File: src/rtl/fetch_sequencer_pkg.sv
// Shared state encodings and command bytes for the debug fetch sequencer.
// Also used by the UART TX reporter that decodes out_state.
package fetch_sequencer_pkg;

    localparam int          WORD_LEN    = 32;
    localparam int          RAM_AW      = 11;
    localparam logic [31:0] MARKER_WORD = 32'hFFFF_FFFF;

    localparam logic [7:0] CHAR_CONT   = 8'h63;
    localparam logic [7:0] CHAR_STEP   = 8'h73;
    localparam logic [7:0] CHAR_NEXT   = 8'h6E;
    localparam logic [7:0] CHAR_RELOAD = 8'h72;

    typedef enum logic [2:0] {
        ST_LOAD      = 3'd0,
        ST_WAIT_MODE = 3'd1,
        ST_RUN_CONT  = 3'd2,
        ST_STEP_WAIT = 3'd3,
        ST_STEP_EXEC = 3'd4,
        ST_DONE      = 3'd5
    } state_t;

endpackage

File: src/rtl/fetch_sequencer_word_assembler.sv
// Packs received bytes MSB-first into a word and flags the final byte.
// word is combinational so the caller can act in the same cycle.
module word_assembler #(
    parameter int len = 32
) (
    input  logic           clk,
    input  logic           reset,
    input  logic           clear,
    input  logic           enable,
    input  logic [7:0]     rx_data,
    input  logic           rx_done,
    output logic [len-1:0] word,
    output logic           word_valid
);

    localparam int BYTES = len / 8;
    localparam int CW    = (BYTES > 1) ? $clog2(BYTES) : 1;
    localparam logic [CW-1:0] LAST = CW'(BYTES - 1);

    logic [len-1:0] shift;
    logic [CW-1:0]  count;
    logic           take;

    assign take       = enable && rx_done;
    assign word       = {shift[len-9:0], rx_data};
    assign word_valid = take && (count == LAST);

    always_ff @(posedge clk) begin
        if (reset || clear) begin
            shift <= '0;
            count <= '0;
        end else if (take) begin
            shift <= word;
            count <= (count == LAST) ? '0 : count + 1'b1;
        end
    end

endmodule

File: src/rtl/fetch_sequencer.sv
// Debug controller: loads instruction RAM from UART bytes, then runs
// the pipeline continuously or one step per command until HALT.
module fetch_sequencer
    import fetch_sequencer_pkg::*;
#(
    parameter int          len         = WORD_LEN,
    parameter int          ADDR_WIDTH  = RAM_AW,
    parameter logic [31:0] END_MARKER  = MARKER_WORD,
    parameter logic [7:0]  CMD_CONT    = CHAR_CONT,
    parameter logic [7:0]  CMD_STEP    = CHAR_STEP,
    parameter logic [7:0]  CMD_NEXT    = CHAR_NEXT,
    parameter logic [7:0]  CMD_RELOAD  = CHAR_RELOAD
) (
    input  logic                  clk,
    input  logic                  reset,
    input  logic [7:0]            in_rx_data,
    input  logic                  in_rx_done,
    input  logic                  in_halt,
    output logic                  out_wr_en,
    output logic [ADDR_WIDTH-1:0] out_wr_addr,
    output logic [len-1:0]        out_wr_data,
    output logic                  out_pc_reset,
    output logic                  out_pipe_enable,
    output logic                  out_step_done,
    output logic                  out_done,
    output logic [2:0]            out_state
);

    localparam logic [ADDR_WIDTH-1:0] ADDR_MAX = '1;

    state_t                state;
    state_t                state_next;
    logic [ADDR_WIDTH-1:0] addr;
    logic [len-1:0]        word;
    logic                  word_valid;
    logic                  is_marker;
    logic                  write_word;
    logic                  reload;

    word_assembler #(.len(len)) u_asm (
        .clk        (clk),
        .reset      (reset),
        .clear      (reload),
        .enable     (state == ST_LOAD),
        .rx_data    (in_rx_data),
        .rx_done    (in_rx_done),
        .word       (word),
        .word_valid (word_valid)
    );

    assign is_marker  = (word == len'(END_MARKER));
    assign write_word = (state == ST_LOAD) && word_valid && !is_marker;
    assign reload     = (state == ST_DONE) && in_rx_done
                        && (in_rx_data == CMD_RELOAD);
    assign out_state  = state;

    always_comb begin
        state_next = state;
        unique case (state)
            ST_LOAD: begin
                if (word_valid && (is_marker || addr == ADDR_MAX))
                    state_next = ST_WAIT_MODE;
            end
            ST_WAIT_MODE: begin
                unique case (1'b1)
                    (in_rx_done && in_rx_data == CMD_CONT):
                        state_next = ST_RUN_CONT;
                    (in_rx_done && in_rx_data == CMD_STEP):
                        state_next = ST_STEP_WAIT;
                    default: ;
                endcase
            end
            ST_RUN_CONT: begin
                if (in_halt)
                    state_next = ST_DONE;
            end
            ST_STEP_WAIT: begin
                if (in_rx_done && in_rx_data == CMD_NEXT)
                    state_next = ST_STEP_EXEC;
            end
            ST_STEP_EXEC: begin
                state_next = in_halt ? ST_DONE : ST_STEP_WAIT;
            end
            ST_DONE: begin
                if (reload)
                    state_next = ST_LOAD;
            end
            default: state_next = ST_LOAD;
        endcase
    end

    // Outputs are registered from the next state so they line up with it.
    always_ff @(posedge clk) begin
        if (reset) begin
            state           <= ST_LOAD;
            addr            <= '0;
            out_wr_en       <= 1'b0;
            out_wr_addr     <= '0;
            out_wr_data     <= '0;
            out_pc_reset    <= 1'b1;
            out_pipe_enable <= 1'b0;
            out_step_done   <= 1'b0;
            out_done        <= 1'b0;
        end else begin
            state     <= state_next;
            out_wr_en <= write_word;
            if (write_word) begin
                out_wr_addr <= addr;
                out_wr_data <= word;
                if (addr != ADDR_MAX)
                    addr <= addr + 1'b1;
            end
            if (reload)
                addr <= '0;
            out_pc_reset    <= (state_next == ST_LOAD)
                               || (state_next == ST_WAIT_MODE);
            out_pipe_enable <= (state_next == ST_RUN_CONT)
                               || (state_next == ST_STEP_EXEC);
            out_step_done   <= (state == ST_STEP_EXEC);
            out_done        <= (state_next == ST_DONE);
        end
    end

endmodule

File: config.mk
export PLATFORM = sky130hd
export DESIGN_NAME = fetch_sequencer
export DESIGN_NICKNAME = d
export VERILOG_FILES = /design/src/rtl/fetch_sequencer_pkg.sv /design/src/rtl/fetch_sequencer_word_assembler.sv /design/src/rtl/fetch_sequencer.sv
export SDC_FILE = /design/constraint.sdc
export NUM_CORES = 1
export LEC_CHECK = 0
export CORE_MARGIN = 1.5
export CORE_UTILIZATION = 54
export DETAILED_ROUTE_END_ITERATION = 10
export PLACE_DENSITY = 0.91
export SYNTH_ARGS = -nofsm -noshare
export SYNTH_HDL_FRONTEND = slang
export SYNTH_HIERARCHICAL = 1
export SYNTH_SLANG_ARGS = --single-unit
File: constraint.sdc
create_clock -name clk -period 2.4 [get_ports clk]
set_clock_uncertainty 0.05 [all_clocks]
set_input_delay 0.24 -clock clk [delete_from_list [all_inputs] [get_ports clk]]
set_output_delay 0.24 -clock clk [all_outputs]
set_load 0.01 [all_outputs]
==> results.md <==
* Final Max Slew Viols at 0
* Postcts setup bufs at 0
* Total number of vias at 3120
* Fin crit share at 0.8917
* Htree depth at 3
* Setup violations, final at 0
* Yosys Warn Count at 6
* Clock root buffer: clkbuf_8
* Drt first pass iters at 4
* Layout Nets at 456
* First-pass GRT wire length at 14270 microns
* Worst slew margin at 0.6870
* Die ar. at 0.008029 sq mm
* Worst setup margin at 259.9 ps
* Worst r2r src: out_state[2]
* DP Worst Slack at 39.84 ps
* DRT Wirelength at 8729 microns
* Arrival @ worst endpoint at 2330 ps
* Worst-path clk slew at 90 ps
* Syn Inst Count at 392
* Sequential Power Share at 0.533
* Share of cells above drive strength 1 at 0.1409
* Hold bufs inserted after CTS at 0
* Initial Utilization at 0.5584
* Core area at 0.007253 sq mm
* Drt wl/cell at 15.99 microns
* Die height at 89.61 microns
* Max-cap violations at 0
* PwrDens at 583.4 mW/mm^2
* Cell accounting for the most synthesized area: dfxtp_1
* Area Growth Syn to Fin at 18.88%
* Final Wtd Congestion at 0.9064
* Post-CTS sizing at 0
* CTS tree: built
* Crit path max fanout at 23
* Drt first-iter violations at 228
* Share of the synthesized area in the top cell type at 0.4350
* CTS buffer count at 9
* Tmin final at 2140 ps
* Number of I/O pins at 63
* Number of cell rows at 31
* Sw frac at 0.2282
* Ant diodes at 0
* CP Data Required Time at 2590 ps
* Number of synthesized flops with an enable pin at 0
* Yosys cell types at 48
* Fmax at 467.3 MHz
* Die W at 89.61 microns
* Switch Pwr at 640.9 uW
* Avg Inst Size Synth at 10.33 sq um
* Largest net degree at the start of global routing at 50
* Leak at 0.001671 uW
* Setup_tns at 0 ps
* Comb pwr share at 0.055
* Hold path start: out_wr_data[0]
* GRT Total Usage at 0.2323
* Vias/cell at 5.714
* Clock latency at the later pin of the worst-skew pair at 360 ps
* Power Internal at 2168 uW
* Slew @ Worst Pin at 469.6 ps
* Vias in the first global route at 2889
* Top cells by count, synth: dfxtp_1, nor2_1, mux2i_1
* Async SR Flop Fraction at 0
* Kind of critical path: register to register
* DRC viols at 0
* Most frequent cell after synthesis: dfxtp_1
* Antenna Nets Post-Route at 0
* Fill cell count at 546
* Peak supply drop at 0.0003700 V
* Seq/Total Area, Yosys at 0.4350
* Critical Path Start: out_state[2]
* CP Launch Type: register
* Post-DP HPWL at 5929 microns
* Final count of hold timing violations at 0
* Initial antenna violation count at 0
* RSZ-0062 raised after global routing: no
* Netlist Area Pre-Place at 0.004050 sq mm
* Post-synthesis register bit count at 88
* Ranking of synthesized cells by area: dfxtp_1, mux2i_1, a21bo_1, a21oi_2, nor2_1
* Prevailing post-synth register cell: dfxtp_1
* Nature of the critical path endpoint: register
* Total grt overflow at 0
* HP Class: register to register
* Synthesized Nets at 406
* Clock Tree Buf Depth at 2
* Outcome: completed
* I/O Buffers at 62
* CTS Sinks at 88
* Clock share of power at 0.411
sequential cells by signal, summed over array words and instances (netlist names):
signal,flops
addr,11
out_done,1
out_pc_reset,1
out_pipe_enable,1
out_state,3
out_step_done,1
out_wr_addr,11
out_wr_data,32
out_wr_en,1
u_asm/count,2
u_asm/shift,24
cells in the final DEF (no fill, tap or decap), types with 3 or more instances in the layout:
cell type / synthesis / routed
a21bo_1: 24 / 24
a21oi_1: 15 / 15
a21oi_2: 22 / 21
and2_1: 3 / 3
and3_1: 3 / 3
buf_12: 6 / 3
buf_4: 10 / 10
clkbuf_8: 0 / 10
clkdlybuf4s50_1: 0 / 62
dfxtp_1: 88 / 88
inv_1: 3 / 3
mux2i_1: 43 / 43
nand2_1: 11 / 11
nand3_1: 29 / 29
nand4_1: 11 / 11
nor2_1: 46 / 46
nor2b_1: 4 / 4
o211ai_1: 3 / 3
o21a_1: 3 / 3
o21ai_0: 7 / 7
o31ai_1: 4 / 4
or3_1: 5 / 5
critical path: stages (launching register included):
cell	delay (ps)
dfxtp_1	410
nor3_4	330
and3_1	240
nand2_1	200
a21oi_4	250
buf_12	230
mux2i_1	240
nor2_1	70
power by group through the flow:
stage	clock, uW	combinational (uW)	sequential [uW]
finish	1160	155	1500
global placement	0	148	1530
global route	1240	168	1500
CTS	1170	154	1500
floorplan	0	118	1520
detailed placement	0	154	1530
path summary, 6_finish.rpt:
path	to	slack, ps	cells past startpoint
worst max register to register	out_wr_data[9]	260	7
worst min register to register	out_wr_data[0]	450	2
worst max-delay path	out_wr_data[9]	260	7
worst min-delay path	out_wr_data[0]	450	2
layout make-up:
| type | count | area (sq um) | area share |
|---|---|---|---|
| tap | 99 | 123.9 | 0.02573 |
| multi-input combinational | 265 | 1933 | 0.4015 |
| clock buffer | 10 | 137.6 | 0.02859 |
| timing repair buffer | 75 | 755.7 | 0.1570 |
| clock inverter | 6 | 91.34 | 0.01897 |
| sequential | 88 | 1762 | 0.3659 |
| inverter | 3 | 11.26 | 0.002339 |
cells by family (layout without fill, tap and decap cells):
kind of cell    after synthesis  in the layout  share of synthesized area
compound gates               89             89                     0.1816
buf+inv                      39             94                    0.09114
simple gates                131            131                     0.1798
flops                        88             88                     0.4350
mux                          43             43                     0.1063
fa+ha+maj                     2              2                   0.006178
metal layers:
layer,global-route usage,wire [microns],vias up
met5,0,0,-
met4,0.08671,143,0
met3,0.06399,459,13
met2,0.3704,4236,90
met1,0.3015,3889,1517
li1,-,-,1500
per-stage QoR:
| step | hold WS (ps) | util | std cells | power [uW] | instance area [sq um] |
|---|---|---|---|---|---|
| after floorplan | 345.7 | - | 392 | 1643 | 4050 |
| after global placement | 426.0 | 0.6322 | 530 | 1678 | 4586 |
| after detailed placement | 434.6 | 0.6322 | 530 | 1685 | 4586 |
| after CTS | 455.7 | 0.6638 | 546 | 2819 | 4815 |
| after global routing | 479.1 | 0.6638 | 546 | 2912 | 4815 |
| final | 454.6 | 0.6638 | 546 | 2809 | 4815 |
Note: power is estimated with default switching activity, not from simulation.
